$ cat src/rtl/expr_host_if.sv
// expr_host_if -- bundle of every handshake and solver signal around expr_host.
//
// Parameter:
//   W  operand/result width in bits.
//
// Signal groups:
//   in_*   job intake:   in_valid/in_ready handshake plus operands in_x, in_a, in_b.
//   slv_*  solver link:  slv_rst/slv_start control pulses, registered operands slv_x/a/b,
//                        solver status slv_completed and data slv_result.
//   out_*  result side:  out_valid/out_ready handshake, out_result, out_timeout.
//   busy   host is inside a job (any state but idle).
//
// Modports:
//   slave   the host itself: consumes jobs, drives the solver, produces results.
//   master  the surroundings: job source, solver datapath and result consumer.

interface expr_host_if #(
  parameter int unsigned W = 8
) ();

  logic         in_valid;
  logic         in_ready;
  logic [W-1:0] in_x;
  logic [W-1:0] in_a;
  logic [W-1:0] in_b;

  logic         slv_rst;
  logic         slv_start;
  logic [W-1:0] slv_x;
  logic [W-1:0] slv_a;
  logic [W-1:0] slv_b;
  logic         slv_completed;
  logic [W-1:0] slv_result;

  logic         out_valid;
  logic         out_ready;
  logic [W-1:0] out_result;
  logic         out_timeout;

  logic         busy;

  modport slave (
    input  in_valid, in_x, in_a, in_b,
    input  slv_completed, slv_result,
    input  out_ready,
    output in_ready,
    output slv_rst, slv_start, slv_x, slv_a, slv_b,
    output out_valid, out_result, out_timeout,
    output busy
  );

  modport master (
    output in_valid, in_x, in_a, in_b,
    output slv_completed, slv_result,
    output out_ready,
    input  in_ready,
    input  slv_rst, slv_start, slv_x, slv_a, slv_b,
    input  out_valid, out_result, out_timeout,
    input  busy
  );

endinterface

$ cat src/rtl/expr_host.sv
// expr_host -- sequencer that feeds one operand set at a time to an external solver.
//
// A job is accepted in idle, the solver control is cleared with a one-cycle slv_rst,
// started with a one-cycle slv_start, and the host then waits for slv_completed. The
// solver result is held on out_result with out_valid until the consumer takes it.
//
// Parameters:
//   W        operand/result width in bits.
//   TIMEOUT  wait limit in cycles; only used when EXPR_HOST_TIMEOUT_EN is defined.
//
// Optional feature (macro EXPR_HOST_TIMEOUT_EN):
//   Defined   -> the wait state counts cycles and aborts after TIMEOUT cycles with
//                out_result = 0 and out_timeout = 1.
//   Undefined -> no counter; the host waits indefinitely and out_timeout is tied low.
//
// Ports:
//   clk  rising-edge clock.
//   rst  asynchronous, active-high reset.
//   bus  expr_host_if slave modport carrying the job, solver and result signals.
//
// Every output is a flop. The output flops are loaded from a decode of the next state,
// so they change together with the state register and never glitch.

module expr_host #(
  parameter int unsigned W       = 8,
  parameter int unsigned TIMEOUT = 32
) (
  input  logic       clk,
  input  logic       rst,
  expr_host_if.slave bus
);

  // A zero limit would expire before the solver could ever answer.
  if (TIMEOUT == 0) begin : g_bad_timeout
    $error("expr_host: TIMEOUT must be nonzero");
  end

  typedef enum logic [2:0] {
    StIdle   = 3'd0,
    StClear  = 3'd1,
    StLaunch = 3'd2,
    StWait   = 3'd3,
    StHold   = 3'd4
  } state_e;

  state_e       state_q, state_d;
  logic         in_ready_q, in_ready_d;
  logic         busy_q, busy_d;
  logic         slv_rst_q, slv_rst_d;
  logic         slv_start_q, slv_start_d;
  logic [W-1:0] slv_x_q, slv_x_d;
  logic [W-1:0] slv_a_q, slv_a_d;
  logic [W-1:0] slv_b_q, slv_b_d;
  logic         out_valid_q, out_valid_d;
  logic [W-1:0] out_result_q, out_result_d;

`ifdef EXPR_HOST_TIMEOUT_EN
  // Counts completed wait cycles; it only has to reach TIMEOUT-1.
  localparam int unsigned CntW = (TIMEOUT > 1) ? $clog2(TIMEOUT) : 1;

  logic [CntW-1:0] cnt_q, cnt_d;
  logic            out_timeout_q, out_timeout_d;
`endif

  always_comb begin
    state_d      = state_q;
    slv_x_d      = slv_x_q;
    slv_a_d      = slv_a_q;
    slv_b_d      = slv_b_q;
    out_result_d = out_result_q;
`ifdef EXPR_HOST_TIMEOUT_EN
    cnt_d         = cnt_q;
    out_timeout_d = out_timeout_q;
`endif

    unique case (state_q)
      StIdle: begin
        if (bus.in_valid) begin
          slv_x_d = bus.in_x;
          slv_a_d = bus.in_a;
          slv_b_d = bus.in_b;
          state_d = StClear;
        end
      end

      // slv_completed may still be high from the previous job here and in StLaunch;
      // it is only looked at in StWait, after the solver has been cleared.
      StClear: begin
        state_d = StLaunch;
      end

      StLaunch: begin
        state_d = StWait;
`ifdef EXPR_HOST_TIMEOUT_EN
        cnt_d = '0;
`endif
      end

      StWait: begin
        // A completion arriving in the same cycle as the timeout wins.
        if (bus.slv_completed) begin
          out_result_d = bus.slv_result;
          state_d      = StHold;
`ifdef EXPR_HOST_TIMEOUT_EN
          out_timeout_d = 1'b0;
        end else if (cnt_q == CntW'(TIMEOUT - 1)) begin
          out_result_d  = '0;
          out_timeout_d = 1'b1;
          state_d       = StHold;
        end else begin
          cnt_d = cnt_q + CntW'(1);
`endif
        end
      end

      StHold: begin
        if (bus.out_ready) begin
          state_d = StIdle;
        end
      end

      default: begin
        state_d = StIdle;
      end
    endcase

    // Registered outputs follow the state being entered.
    in_ready_d  = (state_d == StIdle);
    busy_d      = (state_d != StIdle);
    slv_rst_d   = (state_d == StClear);
    slv_start_d = (state_d == StLaunch);
    out_valid_d = (state_d == StHold);
  end

  always_ff @(posedge clk or posedge rst) begin
    if (rst) begin
      state_q      <= StIdle;
      in_ready_q   <= 1'b1;
      busy_q       <= 1'b0;
      // The solver control is held in reset for as long as the host is.
      slv_rst_q    <= 1'b1;
      slv_start_q  <= 1'b0;
      slv_x_q      <= '0;
      slv_a_q      <= '0;
      slv_b_q      <= '0;
      out_valid_q  <= 1'b0;
      out_result_q <= '0;
`ifdef EXPR_HOST_TIMEOUT_EN
      cnt_q         <= '0;
      out_timeout_q <= 1'b0;
`endif
    end else begin
      state_q      <= state_d;
      in_ready_q   <= in_ready_d;
      busy_q       <= busy_d;
      slv_rst_q    <= slv_rst_d;
      slv_start_q  <= slv_start_d;
      slv_x_q      <= slv_x_d;
      slv_a_q      <= slv_a_d;
      slv_b_q      <= slv_b_d;
      out_valid_q  <= out_valid_d;
      out_result_q <= out_result_d;
`ifdef EXPR_HOST_TIMEOUT_EN
      cnt_q         <= cnt_d;
      out_timeout_q <= out_timeout_d;
`endif
    end
  end

  assign bus.in_ready   = in_ready_q;
  assign bus.busy       = busy_q;
  assign bus.slv_rst    = slv_rst_q;
  assign bus.slv_start  = slv_start_q;
  assign bus.slv_x      = slv_x_q;
  assign bus.slv_a      = slv_a_q;
  assign bus.slv_b      = slv_b_q;
  assign bus.out_valid  = out_valid_q;
  assign bus.out_result = out_result_q;
`ifdef EXPR_HOST_TIMEOUT_EN
  assign bus.out_timeout = out_timeout_q;
`else
  assign bus.out_timeout = 1'b0;
`endif

endmodule

$ cat src/flat_wrapper.sv
// flat-port wrapper written by rule: the top's interface ports become plain ports
module expr_host_flat 
#(
  parameter int unsigned W       = 8,
  parameter int unsigned TIMEOUT = 32
)
  (clk, rst, bus_in_valid, bus_in_x, bus_in_a, bus_in_b, bus_slv_completed, bus_slv_result, bus_out_ready, bus_in_ready, bus_slv_rst, bus_slv_start, bus_slv_x, bus_slv_a, bus_slv_b, bus_out_valid, bus_out_result, bus_out_timeout, bus_busy);
  expr_host_if #(.W(W)) bus_i ();
  input  logic clk;
  input  logic rst;
  input wire logic [$bits(bus_i.in_valid)-1:0] bus_in_valid;
  input wire logic [$bits(bus_i.in_x)-1:0] bus_in_x;
  input wire logic [$bits(bus_i.in_a)-1:0] bus_in_a;
  input wire logic [$bits(bus_i.in_b)-1:0] bus_in_b;
  input wire logic [$bits(bus_i.slv_completed)-1:0] bus_slv_completed;
  input wire logic [$bits(bus_i.slv_result)-1:0] bus_slv_result;
  input wire logic [$bits(bus_i.out_ready)-1:0] bus_out_ready;
  output wire logic [$bits(bus_i.in_ready)-1:0] bus_in_ready;
  output wire logic [$bits(bus_i.slv_rst)-1:0] bus_slv_rst;
  output wire logic [$bits(bus_i.slv_start)-1:0] bus_slv_start;
  output wire logic [$bits(bus_i.slv_x)-1:0] bus_slv_x;
  output wire logic [$bits(bus_i.slv_a)-1:0] bus_slv_a;
  output wire logic [$bits(bus_i.slv_b)-1:0] bus_slv_b;
  output wire logic [$bits(bus_i.out_valid)-1:0] bus_out_valid;
  output wire logic [$bits(bus_i.out_result)-1:0] bus_out_result;
  output wire logic [$bits(bus_i.out_timeout)-1:0] bus_out_timeout;
  output wire logic [$bits(bus_i.busy)-1:0] bus_busy;
  assign bus_i.in_valid = bus_in_valid;
  assign bus_i.in_x = bus_in_x;
  assign bus_i.in_a = bus_in_a;
  assign bus_i.in_b = bus_in_b;
  assign bus_i.slv_completed = bus_slv_completed;
  assign bus_i.slv_result = bus_slv_result;
  assign bus_i.out_ready = bus_out_ready;
  assign bus_in_ready = bus_i.in_ready;
  assign bus_slv_rst = bus_i.slv_rst;
  assign bus_slv_start = bus_i.slv_start;
  assign bus_slv_x = bus_i.slv_x;
  assign bus_slv_a = bus_i.slv_a;
  assign bus_slv_b = bus_i.slv_b;
  assign bus_out_valid = bus_i.out_valid;
  assign bus_out_result = bus_i.out_result;
  assign bus_out_timeout = bus_i.out_timeout;
  assign bus_busy = bus_i.busy;
  expr_host #(.W(W), .TIMEOUT(TIMEOUT)) u_core (.clk(clk), .rst(rst), .bus(bus_i));
endmodule
$ cat config.mk
export PLATFORM = sky130hd
export DESIGN_NAME = expr_host_flat
export DESIGN_NICKNAME = d
export VERILOG_FILES = /design/src/rtl/expr_host_if.sv /design/src/rtl/expr_host.sv /design/src/flat_wrapper.sv
export SDC_FILE = /design/constraint.sdc
export NUM_CORES = 1
export LEC_CHECK = 0
export ABC_AREA = 1
export CORE_UTILIZATION = 40
export CTS_BUF_LIST = sky130_fd_sc_hd__clkbuf_8 sky130_fd_sc_hd__clkbuf_16
export DETAILED_ROUTE_END_ITERATION = 10
export PLACE_DENSITY = 0.84
export SLEW_MARGIN = 20
export SYNTH_ARGS = -nofsm -noshare
export SYNTH_HDL_FRONTEND = slang
export SYNTH_SLANG_ARGS = --single-unit
$ cat constraint.sdc
create_clock -name clk -period 1.6 [get_ports clk]
set_input_delay 0.4 -clock clk [delete_from_list [all_inputs] [get_ports clk]]
set_output_delay 0.4 -clock clk [all_outputs]
set_load 0.1 [all_outputs]
* After elaboration in Yosys (flattened, before gate mapping)
Index checks and enable logic that the tools add are counted.
Operators by class: add/sub/neg operators 0, multipliers 0, div/mod/pow operators 0, order comparisons 0, equality and inequality tests 7, shift operators 0, mux-type cells 4, bitwise logic cells 0, reductions and logical operators 5
Operators by type and width (count):
- $pmux W3 S5 | 1
- $eq A3 B2 Y1 const B | 3
- $mux W3 | 3
- $eq A3 B1 Y1 const B | 2
- $eq A3 B3 Y1 const B | 2
- $logic_not A3 Y1 | 2
- $reduce_and A2 Y1 | 2
- $reduce_bool A3 Y1 | 1
Word-level totals: register bits after elaboration 40, latch bits 0, memory bits (writable) 0, ROM bits 0, input bits 37, memories 0

* Depth between registers and ports, before layout
Gate-level depths: netlist (run 1).
word-level depth 3, gate-level depth with buffers 7, gate-level depth less buffers 6

* Worst setup path before layout (run 1)
Ideal clock, no wire load.
kind register -> output, from register u_core.out_result_q[0], in the netlist u_core.bus.out_result[0], to output bus_out_result[0], data arrival time 0.898 ns, required time 1.200 ns, slack 0.302 ns, stages on the path, launching flop included 1, buffers on the path 0, cell sequence dfrtp_1
RTL lines:
- from (decl) | line expr_host.sv:55 | logic [W-1:0] out_result_q, out_result_d;
- from (signal assigned) | line expr_host.sv:162 | out_result_q <= out_result_d;
- to (decl) | line flat_wrapper.sv:25 | output wire logic [$bits(bus_i.out_result)-1:0] bus_out_result;
No word-level cell between the ends.

* Final worst setup path (run 1)
from register u_core.slv_rst_q, in the netlist u_core.bus.slv_rst, to output bus_slv_rst
RTL lines:
- from (decl) | line expr_host.sv:49 | logic slv_rst_q, slv_rst_d;
- from (signal assigned) | line expr_host.sv:156 | slv_rst_q <= slv_rst_d;
- to (decl) | line flat_wrapper.sv:19 | output wire logic [$bits(bus_i.slv_rst)-1:0] bus_slv_rst;
No word-level cell between the ends.

==> run metrics, run 1 <==
DR DRC count=0; CTS root buf=clkbuf_8; part of the cycle the worst path needs=0.874; most frequent cells in the layout=101 x nand2_1, 38 x buf_12, 38 x dfrtp_1, 36 x clkdlybuf4s50_1, 11 x inv_1; die area=4190 µm²; initial antenna violation count=0; delay-heaviest family, CP=flip-flops; wire length of the first global-routing pass=6100 µm; initial core utilization=0.424; Worst Setup SP=u_core.bus.slv_rst; Finish-stage setup viols=0; end point of the critical path=bus_slv_rst; most common cell after layout, fill and taps aside=nand2_1; CTS max path bufs=2; CTS Hold Bufs=0; Levels on crit path=1; All-Layer GR Usage=0.196; crit end category=output pin; die span in x=64.7 µm; FP Rows=22; Final Hold Fails=0; Worst Reg-to-Reg Cells=5; crit-path max cell delay=550 ps; final worst slack=202 ps; fmax=0.715 GHz; drt wl/cell=12.6 µm; Final GP Congestion=0.791; WL final=3790 µm; critical-path cell list=buf_12; largest family of logic cells by synthesized area=simple AND/OR/NAND/NOR gates; number of global-route vias before repair=1,375; Post-CTS Setup Inserts=0; IO Pins=75; Worst EP arrival=1000 ps; diodes inserted=0; Sink Count=40; final setup TNS=0 ps; clock transition at the registers of the reported paths=70 ps; grt ovf=0; post-layout util=0.757; post-synthesis mux area share=0; FF+latch count, synth=40; RSZ-0062 raised after global routing=false; DR vias=1,403; CP max FO=1; startpoint class of the critical path=flop; PortBufs=73; Die Y=64.7 µm; synth warn=0; core area=3720 µm²; CP bufs+invs=1; maxcap violations=0; fraction of layout cells with a size suffix above 1=0.220; TritonCTS Buffers=5; post-synthesis instance area=1570 µm²; Post-Route Skew=3.15 ps; DRT iter0 DRCs=86; post-DP HPWL=2940 µm; register area share after synthesis=0.638; Post-Synth Simple-Gate Area=0.296; CP Class=reg2out; syn nets=211; Crit Reg-Reg Startpoint=u_core.state_q[0]; Antenna Nets Post-Route=0; reg-to-reg slack, setup=470 ps; Yosys cell types=16; Cells after Synth=174; dpl ws=50.8 ps; Vias per Instance=4.65; # resized after CTS=0; Compound-Gate Fraction of Synth Area=0.00874; CTS tree=built; # H-tree levels=2; # nets final=290; Worst EP required=1200 ps; largest net degree at the start of global routing=41; Worst path slowest cell=dfstp_2; Synth Area in XOR/XNOR=0; Tightest Hold Check Type=in2async; RR Endpoint=u_core.bus.slv_b[5]; fin. max-slew vios=0; Tmin final=1400 ps; Adder-Cell Fraction of Synth Area=0; Avg Cell Area, Syn=9.05 µm²; TritonRoute pass-1 iters=6; Synth-to-Final Area Change=78.8%; status=finished, final reports clean; latest clock arrival within the worst-skew pair=280 ps
## kinds of logic (layout without fill, tap and decap cells)
logic type | count (synthesis) | in the layout
and+or+nand+nor | 116 | 116
DFF | 40 | 40
buffers and inverters | 15 | 95
AOI/OAI and AO/OA | 2 | 2
other | 1 | 1
## cell type report
| class | instances | area (µm²) |
|---|---|---|
| Timing Repair Buffer | 77 | 1140 |
| Inverter | 10 | 42.5 |
| Multi-Input combinational cell | 119 | 483 |
| Clock buffer | 5 | 68.8 |
| Sequential cell | 40 | 1000 |
| Fill cell | 241 | 902 |
| Clock inverter | 3 | 12.5 |
| Tap cell | 48 | 60.1 |
## registers in the layout, summed over array words and instances, names as in the netlist
register and cells:
u_core.state_q 3, u_core.bus.slv_b 8, u_core.bus.slv_rst 1, u_core.bus.out_valid 1, u_core.bus.out_result 8, u_core.bus.slv_a 8, u_core.bus.slv_x 8, u_core.bus.busy 1
u_core.bus.in_ready 1, u_core.bus.slv_start 1
## worst min path at each step
stage                             start                       end  slack, ps  depth (start not counted)
detailed placement  u_core.bus.slv_b[7]       u_core.bus.slv_b[7]        530                          2
finish                              rst  u_core.bus.out_result[2]        490                          3
floorplan             bus_slv_result[0]  u_core.bus.out_result[0]        510                          2
global placement    u_core.bus.slv_x[3]       u_core.bus.slv_x[3]        520                          2
CTS                                 rst       u_core.bus.slv_a[0]        490                          3
global route                        rst  u_core.bus.out_result[2]        500                          3
## stage by stage
stage,cells,hold slack [ps],instance area [µm²]
detailed placement,294,529,2730
CTS,302,490,2810
global placement,294,524,2730
global route,302,503,2810
floorplan,174,510,1570
finish,302,486,2810
## layer usage
| metal | share of wire | wire length, µm | GRT usage | vias to the layer above |
|---|---|---|---|---|
| li1 | - | - | - | 676 |
| met1 | 0.39 | 1490 | 0.221 | 663 |
| met2 | 0.54 | 2040 | 0.352 | 55 |
| met3 | 0.052 | 199 | 0.0387 | 9 |
| met4 | 0.016 | 59 | 0.0889 | 0 |
| met5 | 0 | 0 | 0 | - |
## cell usage after synthesis
library cell  instances  share of area
buf_6                 2          0.014
nand3_1               6          0.019
o21ai_0               1         0.0032
buf_4                 3          0.014
nor2_1                4         0.0095
nor2_4                1         0.0072
inv_6                 1         0.0056
nand2_1             101           0.24
conb_1                1         0.0024
inv_1                 9          0.021
o21ai_2               1         0.0056
nand2_2               1         0.0040
nand2_4               1         0.0072
nor2_2                2         0.0079
dfstp_2               2          0.033
dfrtp_1              38           0.60
Power of run 1 is left out: the tool's default activity adds up to more than one toggle a clock period on the data nets, which glitch-free logic cannot reach.
==> run 2, diff against run 1 <==
Settings changed: PLACE_DENSITY 0.84 to 0.79, RECOVER_POWER from default to 25.
==> run 2 against run 1 <==
  * Maximum frequency is 0.77% lower
  * Global-route usage is 1.1 points higher
  * Clock-buffer cell count is 1 higher
  * Routed wire length is 4.5% lower
  * Sequential share of layout area hardly changed
  * Flip-flop and latch count stayed put
  * Critical path type unchanged
==> run metrics, run 2 (synthesis gave the netlist of run 1 again) <==
Final GP Congestion=0.697 (was 0.791); CTS tree=built (unchanged); Vias per Instance=4.52 (was 4.65); diodes inserted=0 (unchanged); Post-CTS Setup Inserts=0 (unchanged); crit end category=output pin (unchanged); Tightest Hold Check Type=reg2reg (was in2async); hold path startpoint=u_core.bus.slv_b[3]; DR DRC count=0 (unchanged); WHS Endpoint=u_core.bus.slv_b[3]; number of global-route vias before repair=1,457 (was 1,375); TritonRoute pass-1 iters=4 (was 6); Worst Reg-to-Reg Cells=5 (unchanged); RSZ-0062 raised after global routing=false (unchanged); PortBufs=73 (unchanged); initial antenna violation count=0 (unchanged); Worst Max-Slew Pin Slew=947 ps; most common cell after layout, fill and taps aside=nand2_1 (unchanged); critical-path cell list=buf_12 (unchanged); Sink Count=40 (unchanged); WL final=3620 µm (was 3790 µm); Final Hold Fails=0 (unchanged); latest clock arrival within the worst-skew pair=290 ps (was 280 ps); CTS Hold Bufs=0 (unchanged); DR vias=1,361 (was 1,403); fraction of layout cells with a size suffix above 1=0.217 (was 0.220); die area=4190 µm² (unchanged); # resized after CTS=0 (unchanged); status=finished, final reports clean (unchanged); Tmin final=1410 ps (was 1400 ps); Worst path slowest cell=dfstp_2 (unchanged); CP Class=reg2out (unchanged); drt wl/cell=12.0 µm (was 12.6 µm); die span in x=64.7 µm (unchanged); reg-to-reg slack, setup=460 ps (was 470 ps); Hold Path Stages=2; Worst EP required=1200 ps (about the same); crit-path max cell delay=550 ps (about the same); All-Layer GR Usage=0.206 (was 0.196); startpoint class of the critical path=flop (unchanged); clock transition at the registers of the reported paths=70 ps (about the same); Synth-to-Final Area Change=78.7% (was 78.8%); CP bufs+invs=1 (unchanged); CTS root buf=clkbuf_8 (unchanged); TritonCTS Buffers=5 (unchanged); # H-tree levels=2 (unchanged); core area=3720 µm² (unchanged); Finish-stage setup viols=0 (unchanged); # nets final=289 (was 290); Die Y=64.7 µm (unchanged); CP max FO=1 (unchanged); fin. max-slew vios=0 (unchanged); Rel. slew slack=0.368; maxcap violations=0 (unchanged); DRT iter0 DRCs=39 (was 86); largest net degree at the start of global routing=41 (unchanged); most frequent cells in the layout=101 x nand2_1, 38 x buf_12, 38 x dfrtp_1, 36 x clkdlybuf4s50_1, 10 x inv_1 (was 101 x nand2_1, 38 x buf_12, 38 x dfrtp_1, 36 x clkdlybuf4s50_1, 11 x inv_1); RR Endpoint=u_core.bus.in_ready (was u_core.bus.slv_b[5]); part of the cycle the worst path needs=0.881 (was 0.874); IO Pins=75 (unchanged); fillers=264 (was 241); CTS max path bufs=2 (unchanged); Post-Route Skew=2.80 ps (was 3.15 ps); FP Rows=22 (unchanged); Antenna Nets Post-Route=0 (unchanged); post-DP HPWL=2650 µm (was 2940 µm); grt ovf=0 (unchanged); final setup TNS=0 ps (unchanged); initial core utilization=0.424 (unchanged); Crit Reg-Reg Startpoint=u_core.state_q[0] (unchanged); wire length of the first global-routing pass=6480 µm (was 6100 µm); delay-heaviest family, CP=flip-flops (unchanged); fmax=0.710 GHz (was 0.715 GHz); Worst EP arrival=1010 ps (was 1000 ps)
-- run 2: worst max path at each step --
stage / end / from / depth (start not counted) / slack, ps
2_1_floorplan: u_core.bus.busy / rst / 1 / 290
4_1_cts: bus_slv_rst / u_core.bus.slv_rst / 1 / 180
3_3_place_gp: u_core.bus.slv_b[7] / bus_in_valid / 7 / 50
6_report: bus_slv_rst / u_core.bus.slv_rst / 1 / 190
3_5_place_dp: u_core.bus.slv_x[3] / bus_in_valid / 7 / 20
5_1_grt: u_core.bus.slv_x[5] / rst / 3 / 100
-- run 2: area by class of cell --
| type | count | area, µm² | share of cell area |
|---|---|---|---|
| clock inverters | 2 | 7.51 | 0.00267 |
| clock buffers | 6 | 82.6 | 0.0294 |
| multi-input cells | 119 | 483 | 0.172 |
| flip-flops and latches | 40 | 1000 | 0.357 |
| well taps | 48 | 60.1 | 0.0214 |
| repair buffers | 76 | 1130 | 0.403 |
| inverters | 10 | 42.5 | 0.0151 |
-- run 2: through the flow --
step	util	worst slack (ps)	cell area (µm²)	cells	hold slack [ps]
CTS	0.761	177	2830	301	487
finish	0.757	191	2810	301	547
global placement	0.737	53.4	2740	293	523
floorplan	-	286	1570	174	510
global route	0.757	104	2810	301	571
detailed placement	0.737	21.7	2740	293	529
-- run 2: routing by layer --
metal / GRT usage / up-vias / routed length (µm)
met1: 0.233 / 630 / 1530
met5: 0 / - / 0
met3: 0.0739 / 7 / 253
met2: 0.355 / 50 / 1790
li1: - / 674 / -
met4: 0.0750 / 0 / 51
Power of run 2 is left out for the same reason.
==> run 3, diff against run 2 <==
Settings changed: MAX_ROUTING_LAYER from default to met4.
==> run 3 against run 2 <==
  * Via count down 0.59%
  * Cell count unchanged
  * Clock-buffer cell count unchanged
  * First-iteration DRC count up 5.1%
  * Global-route usage up 0.58 points
  * Critical path depth unchanged
  * Critical endpoint unchanged
==> run metrics, run 3 (synthesis gave the netlist of run 1 again) <==
Worst Max-Slew Pin Slew=941 ps (was 947 ps); delay-heaviest family, CP=flip-flops (unchanged); Worst Reg-to-Reg Cells=5 (unchanged); Worst Hold Margin=546 ps (was 547 ps); IO Pins=75 (unchanged); Antenna Nets Post-Route=0 (unchanged); most common cell after layout, fill and taps aside=nand2_1 (unchanged); Hold Path Stages=2 (unchanged); All-Layer GR Usage=0.212 (was 0.206); post-DP HPWL=2650 µm (unchanged); final worst slack=188 ps (was 191 ps); clock transition at the registers of the reported paths=70 ps (about the same); Synth-to-Final Area Change=78.7% (unchanged); TritonCTS Buffers=5 (unchanged); CTS root buf=clkbuf_8 (unchanged); DR vias=1,353 (was 1,361); hold path startpoint=u_core.bus.slv_b[3] (unchanged); Post-CTS Setup Inserts=0 (unchanged); grt ovf=0 (unchanged); startpoint class of the critical path=flop (unchanged); PortBufs=73 (unchanged); Worst EP arrival=1010 ps (about the same); RR Endpoint=u_core.bus.in_ready (unchanged); critical-path cell list=buf_12 (unchanged); Worst path slowest cell=dfstp_2 (unchanged); CTS tree=built (unchanged); initial antenna violation count=0 (unchanged); TritonRoute pass-1 iters=5 (was 4); Die Y=64.7 µm (unchanged); reg-to-reg slack, setup=460 ps (about the same); Worst EP required=1200 ps (about the same); Tightest Hold Check Type=reg2reg (unchanged); Finish-stage setup viols=0 (unchanged); DRT iter0 DRCs=41 (was 39); # resized after CTS=0 (unchanged); initial core utilization=0.424 (unchanged); CP bufs+invs=1 (unchanged); die span in x=64.7 µm (unchanged); CP max FO=1 (unchanged); dpl ws=21.7 ps (unchanged); final setup TNS=0 ps (unchanged); RSZ-0062 raised after global routing=false (unchanged); wire length of the first global-routing pass=6480 µm (unchanged); Rel. slew slack=0.373 (was 0.368); crit-path max cell delay=550 ps (about the same); FP Rows=22 (unchanged); # nets final=289 (unchanged); Sink Count=40 (unchanged); number of global-route vias before repair=1,454 (was 1,457); drt wl/cell=12.1 µm (was 12.0 µm); largest net degree at the start of global routing=41 (unchanged); Post-Route Skew=1.95 ps (was 2.80 ps); WHS Endpoint=u_core.bus.slv_b[3] (unchanged); Final GP Congestion=0.704 (was 0.697); Crit Reg-Reg Startpoint=u_core.state_q[0] (unchanged); Levels on crit path=1 (unchanged); Tmin final=1410 ps (about the same); part of the cycle the worst path needs=0.883 (was 0.881); # H-tree levels=2 (unchanged); crit end category=output pin (unchanged); WL final=3640 µm (was 3620 µm); fraction of layout cells with a size suffix above 1=0.217 (unchanged); fmax=0.708 GHz (was 0.710 GHz); most frequent cells in the layout=101 x nand2_1, 38 x buf_12, 38 x dfrtp_1, 36 x clkdlybuf4s50_1, 10 x inv_1 (unchanged); diodes inserted=0 (unchanged); die area=4190 µm² (unchanged); core area=3720 µm² (unchanged); fin. max-slew vios=0 (unchanged); maxcap violations=0 (unchanged); CTS max path bufs=2 (unchanged); status=finished, final reports clean (unchanged); CTS Hold Bufs=0 (unchanged); Final Hold Fails=0 (unchanged); Vias per Instance=4.50 (was 4.52); latest clock arrival within the worst-skew pair=290 ps (about the same); CP Class=reg2out (unchanged); DR DRC count=0 (unchanged)
## run 3: cell counts in the layout (fill, tap and decap cells not counted)
Identical to the previous run, type by type.
## run 3: metrics by stage
step                instance area (µm²)  std cells  utilization
floorplan                          1570        174            -
global placement                   2740        293        0.737
detailed placement                 2740        293        0.737
CTS                                2830        301        0.761
global route                       2810        301        0.757
finish                             2810        301        0.757
## run 3: how the worst max path moves through the flow
stage                                  start             endpoint  slack, ps
after global routing                     rst  u_core.bus.slv_x[5]        100
final                     u_core.bus.slv_rst          bus_slv_rst        190
after floorplan                          rst      u_core.bus.busy        290
after CTS                 u_core.bus.slv_rst          bus_slv_rst        180
after detailed placement        bus_in_valid  u_core.bus.slv_x[3]         20
after global placement          bus_in_valid  u_core.bus.slv_b[7]         50
## run 3: final cells by class
class                      instances  area (µm²)
timing repair buffer              76        1130
sequential                        40        1000
fill                             264         903
multi-input combinational        119         483
clock buffer                       6        82.6
tap                               48        60.1
inverter                          10        42.5
clock inverter                     2        7.51
## run 3: routing by layer
metal  share of wire  wire (µm)  global-route usage  vias to the layer above
met2            0.50       1810               0.353                       48
met4           0.013         48              0.0750                        0
li1                -          -                   -                      674
met3           0.057        207              0.0616                        5
met1            0.43       1570               0.243                      626
met5               0          0                   -                        -
Power of run 3 is left out for the same reason.
